## config.mk

```make
export PLATFORM = sky130hd
export DESIGN_NAME = wb_stage_pipe
export DESIGN_NICKNAME = d
export VERILOG_FILES = /design/src/rtl/wb_stage_pipe.sv
export SDC_FILE = /design/constraint.sdc
export NUM_CORES = 1
export LEC_CHECK = 0
export ABC_AREA = 1
export CORE_MARGIN = 2
export CORE_UTILIZATION = 53
export DETAILED_ROUTE_END_ITERATION = 12
export PLACE_DENSITY = 0.86
export SYNTH_ARGS = -nofsm -noshare
export SYNTH_HDL_FRONTEND = slang
export SYNTH_SLANG_ARGS = --single-unit
```

## constraint.sdc

```tcl
create_clock -name clk -period 5.05 [get_ports clk]
set_input_delay 1.01 -clock clk [delete_from_list [all_inputs] [get_ports clk]]
set_output_delay 1.01 -clock clk [all_outputs]
set_load 0.02 [all_outputs]
```

## src/rtl/wb_stage_pipe.sv

```systemverilog
// MEM/WB pipeline register and register-file write-data select.
// Adds a write-once guarantee under stall, bubble insertion on flush, a retired-instruction
// counter and sticky halt/error status. All outputs come from stage registers only.
module wb_stage_pipe #(
  parameter int unsigned DATA_W = 16,
  parameter int unsigned RA_W   = 3,
  parameter int unsigned CNT_W  = 16
) (
  input  logic              clk,
  input  logic              rst,
  input  logic              in_valid,
  input  logic              stall,
  input  logic              flush,
  input  logic              in_regwrite,
  input  logic              in_regdst,
  input  logic [RA_W-1:0]   in_rd,
  input  logic [RA_W-1:0]   in_rs,
  input  logic [2:0]        in_src,
  input  logic [1:0]        in_cmp,
  input  logic              in_zero,
  input  logic              in_p,
  input  logic              in_cout,
  input  logic              in_halt,
  input  logic [DATA_W-1:0] in_alu,
  input  logic [DATA_W-1:0] in_mem,
  input  logic [DATA_W-1:0] in_imm,
  input  logic [DATA_W-1:0] in_nxt_pc,
  output logic              wr_en,
  output logic [RA_W-1:0]   wr_reg,
  output logic [DATA_W-1:0] wr_data,
  output logic              fwd_valid,
  output logic [CNT_W-1:0]  retired,
  output logic              halted,
  output logic              err
);

  localparam logic [2:0] SrcAlu  = 3'd0;
  localparam logic [2:0] SrcMem  = 3'd1;
  localparam logic [2:0] SrcSlbi = 3'd2;
  localparam logic [2:0] SrcCmp  = 3'd3;
  localparam logic [2:0] SrcBtr  = 3'd4;
  localparam logic [2:0] SrcPc   = 3'd5;
  localparam logic [2:0] SrcImm  = 3'd6;
  localparam logic [2:0] SrcRsv  = 3'd7;

  localparam logic [1:0] CmpSeq = 2'd0;
  localparam logic [1:0] CmpSlt = 2'd1;
  localparam logic [1:0] CmpSle = 2'd2;
  localparam logic [1:0] CmpSco = 2'd3;

  logic              valid_q, fresh_q, regwrite_q, regdst_q;
  logic [RA_W-1:0]   rd_q, rs_q;
  logic [2:0]        src_q;
  logic [1:0]        cmp_q;
  logic              zero_q, p_q, cout_q, halt_q;
  logic [DATA_W-1:0] alu_q, mem_q, imm_q, nxt_pc_q;
  logic [CNT_W-1:0]  retired_q;
  logic              halted_q, err_q;

  logic              resident;
  logic              retire;
  logic              cmp_bit;
  logic [DATA_W-1:0] btr_val;

  // An entry retires in the single cycle it is resident and fresh.
  assign resident = valid_q & fresh_q;
  assign retire   = resident & ~halted_q;

  // Stage register capture/hold/bubble plus sticky status and retirement counter.
  always_ff @(posedge clk) begin
    if (rst) begin
      valid_q    <= 1'b0;
      fresh_q    <= 1'b0;
      regwrite_q <= 1'b0;
      regdst_q   <= 1'b0;
      rd_q       <= '0;
      rs_q       <= '0;
      src_q      <= '0;
      cmp_q      <= '0;
      zero_q     <= 1'b0;
      p_q        <= 1'b0;
      cout_q     <= 1'b0;
      halt_q     <= 1'b0;
      alu_q      <= '0;
      mem_q      <= '0;
      imm_q      <= '0;
      nxt_pc_q   <= '0;
      retired_q  <= '0;
      halted_q   <= 1'b0;
      err_q      <= 1'b0;
    end else begin
      if (retire) retired_q <= retired_q + CNT_W'(1);
      if (resident && halt_q) halted_q <= 1'b1;
      if (resident && (src_q == SrcRsv)) err_q <= 1'b1;
      if (flush) begin
        // Bubble: payload fields are left as-is, they are ignored while invalid.
        valid_q <= 1'b0;
        fresh_q <= 1'b0;
      end else if (!stall) begin
        valid_q    <= in_valid;
        fresh_q    <= 1'b1;
        regwrite_q <= in_regwrite;
        regdst_q   <= in_regdst;
        rd_q       <= in_rd;
        rs_q       <= in_rs;
        src_q      <= in_src;
        cmp_q      <= in_cmp;
        zero_q     <= in_zero;
        p_q        <= in_p;
        cout_q     <= in_cout;
        halt_q     <= in_halt;
        alu_q      <= in_alu;
        mem_q      <= in_mem;
        imm_q      <= in_imm;
        nxt_pc_q   <= in_nxt_pc;
      end else begin
        fresh_q <= 1'b0;
      end
    end
  end

  // Compare condition and bit-reversed ALU value.
  always_comb begin
    cmp_bit = 1'b0;
    unique case (cmp_q)
      CmpSeq:  cmp_bit = zero_q;
      CmpSlt:  cmp_bit = p_q;
      CmpSle:  cmp_bit = p_q | zero_q;
      CmpSco:  cmp_bit = cout_q;
      default: cmp_bit = 1'b0;
    endcase
    btr_val = '0;
    for (int i = 0; i < int'(DATA_W); i++) begin
      btr_val[i] = alu_q[int'(DATA_W) - 1 - i];
    end
  end

  // Write-data select; the reserved source falls back to ALU data with the write suppressed.
  always_comb begin
    wr_data = alu_q;
    unique case (src_q)
      SrcAlu:  wr_data = alu_q;
      SrcMem:  wr_data = mem_q;
      SrcSlbi: wr_data = alu_q | imm_q;
      SrcCmp:  wr_data = {{(DATA_W-1){1'b0}}, cmp_bit};
      SrcBtr:  wr_data = btr_val;
      SrcPc:   wr_data = nxt_pc_q;
      SrcImm:  wr_data = imm_q;
      SrcRsv:  wr_data = alu_q;
      default: wr_data = alu_q;
    endcase
  end

  assign wr_reg    = regdst_q ? rd_q : rs_q;
  assign wr_en     = retire & regwrite_q & (src_q != SrcRsv);
  assign fwd_valid = valid_q & regwrite_q;
  // Count includes the entry retiring this cycle so it lines up with wr_en.
  assign retired   = retired_q + CNT_W'(retire);
  assign halted    = halted_q;
  assign err       = err_q;

endmodule

```

==> impl_results.md, run 1 <==
* Cell count after synthesis at 712
* EDFF count, synth at 0
* Clock sinks at 101
* Worst Path Buf+Inv at 2
* Met1 wire length at 5.51 mm
* Min-delay src: rs_q[2]$_SDFFE_PP0P_
* Worst-path clk slew at 0.10 ns
* Reg-to-Reg End: retired_q[8]$_SDFFE_PP0N_
* Crit path depth at 7
* Sequential fraction of design power at 0.499
* Yosys reg bits at 101
* DRT antenna net count at 0
* Combinational power share at 0.169
* Switch Pwr at 463 µW
* Top sig layer: met4
* Number of CTS-inserted buffers at 9
* Worst R2R Start: retired_q[0]$_SDFFE_PP0N_
* Layout cells sized above 1 at 0.0547
* Slew HR at 0.410
* Internal power at 1.27 mW
* CP Launch Type: register
* Ports at 125
* Clock latency on the worst-skew pair at 0.37 ns
* PD cells at 277 nW/µm²
* Final hold slack at 0.455 ns
* Final Power at 1.74 mW
* Ant. Diodes at 0
* Pre-CTS setup slack at 1.63 ns
* # Max-Cap Violations at 0
* Synthesized area per cell at 6.74 µm²
* Setup TNS at 0 ns
* Initial Util at 0.547
* Synth unique cells at 25
* Die Y at 99.1 µm
* Congestion Overflow GR at 0
* Hold Path End: rs_q[2]$_SDFFE_PP0P_
* Met3 wire len at 778 µm
* Endpoints failing setup at 0
* Critical-path cell list: inv_2 -> nor2_2 -> nand2_2 -> nand3_1 -> nor2_1 -> a21oi_1 -> clkdlybuf4s50_1
* Crit Path Category: register to primary output
* Flop2flop setup slack at 3.57 ns
* Fraction of the yosys area taken by sequential cells at 0.422
* Reg area at 2020 µm²
* Static Leak at 2.64 nW
* Delay-heaviest family, CP: simple AND/OR/NAND/NOR gates
* DRT Wirelength at 13.1 mm
* Syn nets at 801
* Sw Ratio at 0.267
* RSZ-0062 raised after global routing: false
* Gr usage total at 0.266
* Die area at 9830 µm²
* Worst setup EP type: primary output
* Post-CTS Resized at 0
* Critical path's largest stage delay at 0.63 ns
* # fillers at 707
* Critical path fanouts, max at 31
* Synth top area share at 0.422
* Wire length of the first global-routing pass at 21.3 mm
* Worst VDD drop at 189 µV
* Fin. Hold Viols at 0
* Pin count of the biggest net entering global routing at 65
* Fin crit period at 3.84 ns
* Hold-fix buffers at CTS at 0
* TritonCTS clock tree: done
* Slew @ Worst Pin at 0.884 ns
* Slowest CP cell: clkdlybuf4s50_1
* DIE WIDTH at 99.1 µm
* Worst min-delay path class: register to register
* Wire length on met2 at 6.47 mm
* R2R depth at 7
* WHS Path Cells at 2
* Async SR Flop Fraction at 0
* CP required at 4.04 ns
* Fin. max-slew vios at 0
* Clk pwr share at 0.331
* Drt initial violations at 324
* Area contributors post-synth: dfxtp_1 (42%), nor2_1 (14%), o21ai_0 (9.4%)
* Crit path arrival time at 2.83 ns
* Via Count at 4912
* DR vias/cell at 5.28
* Vias in the first global route at 4776
* Setup Fix Bufs, Post-CTS at 0
* Row cnt at 34
* Syn-to-layout area delta at 30.6%
* Clk buf depth at 2
* Initial antenna violation count at 0
* Final period util at 0.760
* Final nets at 906
* H-tree depth at 3
* Status: finished clean
* PortBufs at 124
* Synth Warn # at 0
* F_max at 260 MHz
* Cell area after synthesis at 4800 µm²
* Ys flop type: dfxtp_1
* Clk_skew at 0.00812 ns
* Clock tree root buffer cell: clkbuf_8
* Detailed placer's ending HPWL at 9.41 mm
* Drt wl/cell at 14.1 µm
* Placeable Area at 8760 µm²
* Placer congestion estimate at 0.883
* Pre-antenna DRT Iters at 5
* Final worst slack at 1.21 ns
* DR DRC count at 0
* Area of the multi-input gates at 2370 µm²
* Synth area leader: dfxtp_1
==> layer usage <==
layer	vias to the layer above	GRT usage
li1	2452	-
met1	2255	0.321
met2	179	0.468
met3	26	0.0450
met4	0	0.109
met5	-	0
==> sequential cells by signal, summed over array words and instances, names as in the netlist <==
signal      flops
cout_q          1
rs_q            3
mem_q          16
rd_q            3
src_q           3
valid_q         1
nxt_pc_q       16
p_q             1
regdst_q        1
cmp_q           2
zero_q          1
imm_q          16
halt_q          1
alu_q          16
regwrite_q      1
fresh_q         1
err             1
retired_q      16
halted          1
==> layout by cell type, fill, tap and decap left out, types with 5 or more instances in the layout <==
cell	n
nor2_1	182
clkdlybuf4s50_1	124
nand2_1	116
dfxtp_1	101
o21ai_0	90
inv_1	58
a21oi_1	43
nand3_1	27
xor2_1	11
clkbuf_8	10
nand4_1	9
nand2_2	6
nor2_4	6
inv_2	6
or2_0	6
nor2_2	5
==> worst min-delay path, stage by stage (launching register included) <==
cell,delay (ns)
dfxtp_1,0.31
inv_1,0.05
a21oi_1,0.05
==> Yosys cell counts (9+ instances only) <==
master	instances
nor2_1	182
nand2_1	116
dfxtp_1	101
o21ai_0	90
inv_1	60
a21oi_1	43
nand3_1	27
clkbuf_1	18
buf_2	12
xor2_1	11
nand4_1	9
==> power groups by stage <==
stage | clock network [mW] | registers [mW] | logic [mW]
3_3_place_gp | 0 | 0.881 | 0.285
4_1_cts | 0.581 | 0.865 | 0.293
5_1_grt | 0.608 | 0.871 | 0.321
2_1_floorplan | 0 | 0.875 | 0.154
6_report | 0.575 | 0.866 | 0.294
3_5_place_dp | 0 | 0.883 | 0.291
==> cells by family after synthesis <==
logic type	count (synthesis)	share of synthesized area
simple gates	363	0.321
flops	101	0.422
mux	1	0.00209
buf+inv	98	0.0845
fa+ha+maj	3	0.00783
compound gates	133	0.139
xor+xnor	13	0.0237
==> through the flow <==
step / instances / utilization / instance area [µm²]
2_1_floorplan: 712 / - / 4800
3_3_place_gp: 914 / 0.689 / 6040
3_5_place_dp: 914 / 0.689 / 6040
4_1_cts: 930 / 0.715 / 6260
5_1_grt: 930 / 0.715 / 6260
6_report: 930 / 0.715 / 6260
==> layout make-up <==
cell class | instances | share of cell area
clock inverter | 5 | 0.0134
timing repair buffer | 128 | 0.203
multi-input combinational | 513 | 0.378
clock buffer | 11 | 0.0226
tap | 108 | 0.0216
inverter | 64 | 0.0384
sequential | 101 | 0.323
==> how the worst max path moves through the flow <==
| stage | endpoint | slack [ns] | startpoint |
|---|---|---|---|
| final | wr_data[2] | 1.21 | src_q[0]$_SDFFE_PP0P_ |
| after CTS | wr_data[2] | 1.21 | src_q[0]$_SDFFE_PP0P_ |
| after floorplan | retired[14] | 2.25 | valid_q$_SDFFE_PP0N_ |
| after global placement | wr_data[3] | 1.68 | src_q[0]$_SDFFE_PP0P_ |
| after global routing | wr_data[14] | 1.00 | src_q[0]$_SDFFE_PP0P_ |
| after detailed placement | wr_data[3] | 1.63 | src_q[0]$_SDFFE_PP0P_ |
Power figures use the tool's default switching activity.
==> run 2: changes to the inputs <==
Settings changed: CORE_UTILIZATION 53 to 49, PLACE_DENSITY 0.86 to 0.8.
Clock period 5.05 ns to 3.9 ns, I/O delays scaled along.
==> run 2 against run 1 <==
Compared with the run above:
- die area increased by 7.8%
- register-to-register slack worse by 1.2 ns
- final cell count is 2.6% higher
- critical path type unchanged
- largest power group unchanged
- non-clock buffer count unchanged
- largest cell class unchanged
- clock skew hardly changed
- flip-flop and latch count is the same
- critical path depth is the same
- critical endpoint unchanged
==> impl_results.md, run 2 (synthesis gave the netlist of run 1 again) <==
* CP startpoint: src_q[0]$_SDFFE_PP0P_
* # fillers at 900 (+27%)
* PD cells at 335 nW/µm² (+21%)
* Critical path fanouts, max at 31 (unchanged)
* Die area at 10600 µm² (+7.8%)
* Slew @ Worst Pin at 0.682 ns (-0.202 ns)
* Hold-fix buffers at CTS at 0 (unchanged)
* Drt wl/cell at 13.5 µm (-4.1%)
* Clk buf depth at 2 (unchanged)
* Setup TNS at 0 ns (unchanged)
* Ports at 125 (unchanged)
* H-tree depth at 3 (unchanged)
* Pre-antenna DRT Iters at 5 (unchanged)
* Clock latency on the worst-skew pair at 0.36 ns (about the same)
* CP Launch Type: register
* Final period util at 0.905
* Fin crit period at 3.53 ns
* Worst min-delay path class: register to register
* Crit path arrival time at 2.75 ns (-0.08 ns)
* Endpoints failing setup at 0 (unchanged)
* Clk_skew at 0.00832 ns (+0.000207 ns)
* Fin. max-slew vios at 0 (unchanged)
* Pre-CTS setup slack at 0.602 ns (-1.03 ns)
* Number of CTS-inserted buffers at 9 (unchanged)
* Wire length of the first global-routing pass at 20.5 mm (-4.1%)
* Initial antenna violation count at 0 (unchanged)
* Final worst slack at 0.371 ns (-0.839 ns)
* Worst R2R Start: retired_q[0]$_SDFFE_PP0N_
* Slew HR at 0.545 (+0.135)
* Detailed placer's ending HPWL at 9.44 mm (+0.35%)
* Gr usage total at 0.247 (-0.0189)
* PortBufs at 124 (unchanged)
* Fin. Hold Viols at 0 (unchanged)
* Vias in the first global route at 4574 (-4.2%)
* Worst setup EP type: primary output
* DR DRC count at 0 (unchanged)
* Row cnt at 36 (+5.9%)
* Most frequent cells in the layout: nor2_1 (182), clkdlybuf4s50_1 (124), nand2_1 (116)
* Clock sinks at 101 (unchanged)
* Congestion Overflow GR at 0 (unchanged)
* Most common cell after layout, fill and taps aside: nor2_1
* Status: finished clean
* Final Power at 2.09 mW (+21%)
* RSZ-0062 raised after global routing: false
* Layout cells sized above 1 at 0.0548 (+0.0000667)
* Initial Util at 0.498 (-0.0497)
* DR vias/cell at 5.11 (-3.2%)
* Pin count of the biggest net entering global routing at 66 (+1.5%)
* Min-delay src: rs_q[0]$_SDFFE_PP0P_
* Placeable Area at 9640 µm² (+10%)
* Crit Path Category: register to primary output
* F_max at 283 MHz
* CP required at 3.12 ns (-0.92 ns)
* Critical Path End: wr_data[2]
* Via Count at 4879 (-0.67%)
* Flop2flop setup slack at 2.42 ns (-1.15 ns)
* Syn-to-layout area delta at 30.3%
* # Max-Cap Violations at 0 (unchanged)
* Drt initial violations at 276 (-15%)
* DRT antenna net count at 0 (unchanged)
* DRT Wirelength at 12.9 mm (-1.6%)
* Final nets at 906 (unchanged)
* Dpl cell area at 6080 µm² (+0.73%)
* Static Leak at 2.64 nW (-0.34%)
* Cell area after layout at 6250 µm² (-0.18%)
* Reg-to-Reg End: retired_q[12]$_SDFFE_PP0N_
* TritonCTS clock tree: done
* R2R depth at 7 (unchanged)
* Worst VDD drop at 177 µV (-6.3%)
* Clock tree root buffer cell: clkbuf_8
* Worst-path clk slew at 0.09 ns (about the same)
* Die Y at 103 µm (+3.8%)
* DIE WIDTH at 103 µm (+3.8%)
* Ant. Diodes at 0 (unchanged)
* Placer congestion estimate at 0.914 (+3.5%)
==> run 2: cell count changes in the layout (fill, tap and decap cells not counted), sizes merged <==
cell | previous run | this run
clkinv | 1 | 4
bufinv | 2 | 0
clkbuf | 11 | 10
clkinvlp | 2 | 1
==> run 2: stage by stage <==
| stage | hold slack [ns] | cells | utilization |
|---|---|---|---|
| floorplan | 0.424 | 712 | - |
| global placement | 0.432 | 939 | 0.631 |
| detailed placement | 0.443 | 939 | 0.631 |
| CTS | 0.457 | 954 | 0.648 |
| global route | 0.488 | 954 | 0.648 |
| finish | 0.457 | 954 | 0.648 |
==> run 2: area by class of cell <==
class                      instances  area (µm²)  area share
clock buffer                      10         138      0.0220
clock inverter                     5        27.5     0.00440
inverter                          64         240      0.0384
multi-input combinational        513        2370       0.380
sequential                       101        2020       0.323
tap                              133         166      0.0266
timing repair buffer             128        1280       0.205
==> run 2: worst min-delay path by stage <==
| stage | cells past startpoint | to |
|---|---|---|
| 6_report | 2 | rs_q[0]$_SDFFE_PP0P_ |
| 5_1_grt | 2 | rs_q[1]$_SDFFE_PP0P_ |
| 4_1_cts | 2 | rs_q[0]$_SDFFE_PP0P_ |
| 3_5_place_dp | 2 | rs_q[0]$_SDFFE_PP0P_ |
| 3_3_place_gp | 2 | rs_q[2]$_SDFFE_PP0P_ |
| 2_1_floorplan | 2 | rs_q[0]$_SDFFE_PP0P_ |
==> run 2: critical path, stage by stage, from the launching register on <==
cell and delay (ns):
dfxtp_1 0.49, inv_2 0.07, nor2_2 0.43, nand2_4 0.33, nand3_1 0.24, nor2_1 0.06
a21oi_1 0.14, clkdlybuf4s50_1 0.62
==> run 2: timing repair <==
item	CTS	global route
setup endpoints to repair	0	3
resized for setup	0	1
buffers inserted	0	0
==> run 2: power by group <==
group | switching (mW) | internal (mW)
Clock | 0.349 | 0.242
Sequential | 0.0335 | 1.09
Combinational | 0.199 | 0.181
Total | 0.581 | 1.51
==> run 2: metal layers <==
layer  vias to the layer above  share of wire  track usage  wire length, µm
li1                       2448              -            -                -
met1                      2243           0.42        0.296             5400
met2                       160           0.50        0.433             6420
met3                        28          0.054       0.0325              692
met4                         0          0.028        0.121              365
met5                         -              0            0                0
==> patch 1: new RTL, flow settings as in run 2 <==
Reset style: asynchronous (`rst`), changed in one clocked block.
--- a/src/rtl/wb_stage_pipe.sv
+++ b/src/rtl/wb_stage_pipe.sv
@@ -67,7 +67,7 @@
   assign retire   = resident & ~halted_q;
 
   // Stage register capture/hold/bubble plus sticky status and retirement counter.
-  always_ff @(posedge clk) begin
+  always_ff @(posedge clk or posedge rst) begin
     if (rst) begin
       valid_q    <= 1'b0;
       fresh_q    <= 1'b0;
Formal check against the unedited RTL: differs if rst is asserted again (counterexample within 4 cycles, from zero or initial values and one cycle with rst high); with rst held inactive, the same outputs for 10 cycles.
==> patch 1 against run 2 <==
Worst setup slack worse by 0.097 ns. Total power is 30% higher. Hold slack gained 0.024 ns. Synthesized area increased by 5.2%. Cell area up 5.6%. Wire length is 12% lower. Sequential cell count unchanged. Global-route usage decreased by 3.0 points. Largest power group unchanged.
==> patch 1: results (changes against run 2) <==
drive_above_1_share: 0.121  # +0.0661
nNetsFinal: 787  # -13%
irDropWorstVdd_mv: 0.207  # +17%
hold_slack_ns: 0.481  # +0.0244 ns
dp_slack_ns: 0.616  # +0.0133 ns
met2_length_mm: 5.83  # -9.1%
drt-met1-wl_mm: 4.71  # -13%
crit_fanout: 5  # -84%
post-route-util: 0.651  # +0.00262
synth_xor_area_frac: 0.0330  # +0.00924
nFlopsAndLatches: 101  # unchanged
grt_pass1_wl_mm: 19.5  # -4.9%
crit_arrival_ns: 2.85  # +0.10 ns
r2r_start: "halted"
inv_count: 65  # +1.6%
seqCellArea_mm2: 0.00253  # +25%
grt_pass1_vias: 4281  # -6.4%
fin_worst_skew_ns: 0.00762  # -0.000700 ns
holdPathEnd: "retired_q[15]"
reg2regPathDepth: 6  # -1
yosys.area_share.adder: 0.00744  # -0.000388
crit_path_end: "retired[12]"
status: "completed"
clkbuf_count: 9  # -1
fin_cells: 839  # -12%
clock.fmax_ghz: 0.276  # -2.7%
final-nonclk-buf-share: 0.197  # -0.00862
crit_start: "valid_q"
syn_area_per_cell_um2: 8.76  # +30%
via_per_inst: 5.03  # -1.6%
rrSetupSlack_ns: 2.44  # +0.02 ns
dp_cells: 823  # -12%
n_all_buffers: 130  # +1.6%
min_from: "retired_q[15]"
r2r_end: "retired_q[14]"
dpl_cell_area_mm2: 0.00640  # +5.2%
detail_route.wl_per_cell_um: 13.5  # -0.15%
p_leak_nw: 3.02  # +15%
synth_top_cells_by_count: "nand2_1 (151), dfrtp_1 (101), inv_1 (62)"
power.density_mw_per_mm2: 412  # +23%
nMultiInputCombCells: 391  # -24%
wl_met3_um: 569  # -18%
-- patch 1: cell types whose count changed in the layout (fill, tap and decap cells not counted), sizes merged, moves of 2 or more --
cell / before / now
xnor2: 2 / 7
mux2: 0 / 48
buf: 4 / 6
nand2: 122 / 152
nand4: 9 / 6
inv: 64 / 68
or2: 6 / 0
nand3: 29 / 36
dfrtp: 0 / 101
nor2: 194 / 65
o21ai: 90 / 47
a21oi: 43 / 11
dfxtp: 101 / 0
-- patch 1: routing by layer --
| layer | track usage | up-vias |
|---|---|---|
| met1 | 0.271 | 2014 |
| met3 | 0.0365 | 16 |
| li1 | - | 2079 |
| met5 | 0 | - |
| met2 | 0.380 | 112 |
| met4 | 0.0714 | 0 |
-- patch 1: power breakdown --
part	switching, W	internal, W	total, W
sequential	0.0000946	0.00118	0.00128
combinational	0.000381	0.000371	0.000752
clock	0.000380	0.000307	0.000687
==> patch 2: new RTL, settings of run 2 <==
Without the edit above. The parameter `DATA_W` goes from 16 to 20.
--- a/src/rtl/wb_stage_pipe.sv
+++ b/src/rtl/wb_stage_pipe.sv
@@ -2,7 +2,7 @@
 // Adds a write-once guarantee under stall, bubble insertion on flush, a retired-instruction
 // counter and sticky halt/error status. All outputs come from stage registers only.
 module wb_stage_pipe #(
-  parameter int unsigned DATA_W = 16,
+  parameter int unsigned DATA_W = 20,
   parameter int unsigned RA_W   = 3,
   parameter int unsigned CNT_W  = 16
 ) (
Interface: changed (5 resized); port bits go from 125 to 145. The function was not compared with the original's and may differ.
==> patch 2 against run 2 <==
Synthesized area up 12%. Utilization increased by 4.3 points. Total power grew 54%. Worst setup slack lost 0.13 ns. Sequential cell count increased by 16. Die area is 12% higher. Critical path depth grew 3. Cell area increased by 19%. Clock power grew 150%. Wire length is 22% higher. Hold slack worse by 0.0030 ns. Largest power group is now clock.
==> patch 2: results (changes against run 2) <==
p_leak_nw: 3.19  # +21%
grt_antenna_before_repair: 0  # unchanged
synth_nets: 921  # +15%
dp_hpwl_mm: 10.8  # +14%
ys_async_sr_fraction: 0  # unchanged
dpl_cell_area_mm2: 0.00690  # +13%
clockBufferDepth: 2  # unchanged
holdPathEnd: "cout_q"
grt_pass1_wl_mm: 24.4  # +19%
cts-root-buf: "clkbuf_8"
first_iter_violations: 365  # +32%
r2r_end: "retired_q[10]"
drive_above_1_share: 0.0481  # -0.00669
whs_path_depth: 2  # unchanged
synth_cell_types: 22  # -12%
worst_slew_pin_slew_ns: 0.703  # +0.0213 ns
fin_worst_skew_ns: 0.00306  # -0.00526 ns
irDropWorstVdd_mv: 0.274  # +55%
routabilityCongestion: 0.915  # +0.21%
status: "completed"
vias: 5722  # +17%
synth_ff_type: "dfxtp_1"
wl_mm: 15.7  # +22%
synth_top_cells_by_count: "nor2_1 (226), nand2_1 (138), dfxtp_1 (117)"
diodes: 0  # unchanged
rrSetupSlack_ns: 2.48  # +0.06 ns
synth.area.top_cells: "dfxtp_1 (43%), nor2_1 (16%), o21ai_0 (9.6%)"
nNetsFinal: 1048  # +16%
slowest_stage: "clkdlybuf4s50_1"
grt_max_degree: 78  # +18%
ys_warn_count: 0  # unchanged
grt_pass1_vias: 5326  # +16%
max_stage_delay_ns: 0.62  # about the same
drt_pre_antenna_iters: 5  # unchanged
reg2regPathDepth: 7  # unchanged
crit_arrival_ns: 2.88  # +0.13 ns
htreeDepth: 4  # +1
hp-class: "reg -> reg"
numCtsBuffers: 17  # +8
io_buffers: 144  # +16%
r2r_start: "valid_q"
clk_pin_slew_worst_paths_ns: 0.06  # -0.03 ns
grt_usage: 0.265  # +0.0185
crit_family: "simple AND/OR/NAND/NOR gates"
insertion_delay_ns: 0.51  # +0.15 ns
synth-seq-area-share: 0.434  # +0.0125
min_from: "cout_q"
crit_fanout: 6  # -81%
## patch 2: cell type report
type,instances,area (um2)
clock buffers,18,428
flip-flops and latches,117,2340
repair buffers,148,1500
well taps,140,175
inverters,72,272
fillers,912,3330
clock inverters,14,129
multi-input cells,587,2620
## patch 2: routing by layer
metal	up-vias	routed length (um)	global-route usage
met2	247	7870	0.465
met1	2605	6150	0.305
met4	0	614	0.129
li1	2821	-	-
met3	49	1050	0.0574
met5	-	0	0
## patch 2: worst register-to-register path, delay by kind of cell (launching register included)
kind | cells | cell delay, ns
DFF | 1 | 0.39
and+or+nand+nor | 7 | 0.93
## patch 2: cell families (layout without fill, tap and decap cells)
logic type | count (synthesis) | after routing | synth area share
compound gates | 147 | 147 | 0.136
xor+xnor | 15 | 15 | 0.0244
fa+ha+maj | 3 | 3 | 0.00696
buf+inv | 112 | 252 | 0.0812
flops | 117 | 117 | 0.434
mux | 1 | 1 | 0.00186
simple gates | 421 | 421 | 0.315
## patch 2: worst max-delay path by stage
| stage | slack (ns) | start | cells past startpoint | to |
|---|---|---|---|---|
| 6_report | 0.24 | valid_q | 10 | retired[14] |
| 5_1_grt | 0.04 | valid_q | 10 | retired[14] |
| 4_1_cts | 0.10 | valid_q | 10 | retired[14] |
| 3_5_place_dp | 0.63 | valid_q | 10 | retired[14] |
| 3_3_place_gp | 0.81 | valid_q | 10 | retired[14] |
| 2_1_floorplan | 1.33 | valid_q | 9 | retired[14] |
## patch 2: power by group
| group | internal [W] | total [W] | leakage (nW) | switching [W] |
|---|---|---|---|---|
| logic | 0.000219 | 0.000459 | 1.97 | 0.000240 |
| clock network | 0.000865 | 0.00145 | 0.256 | 0.000587 |
| registers | 0.00126 | 0.00131 | 0.962 | 0.0000424 |
## patch 2: what timing repair did
| item | in CTS | in global routing |
|---|---|---|
| endpoints found under the setup margin | 0 | 2 |
| buffers inserted | 0 | 0 |
| gates resized for setup | 0 | 1 |
## patch 2: through the flow
step	hold slack, ns	cells	power, W	worst slack [ns]
finish	0.454	1096	0.00322	0.241
global route	0.468	1096	0.00334	0.0386
CTS	0.456	1096	0.00323	0.103
detailed placement	0.448	1064	0.00178	0.632
global placement	0.441	1064	0.00178	0.807
floorplan	0.424	816	0.00155	1.33
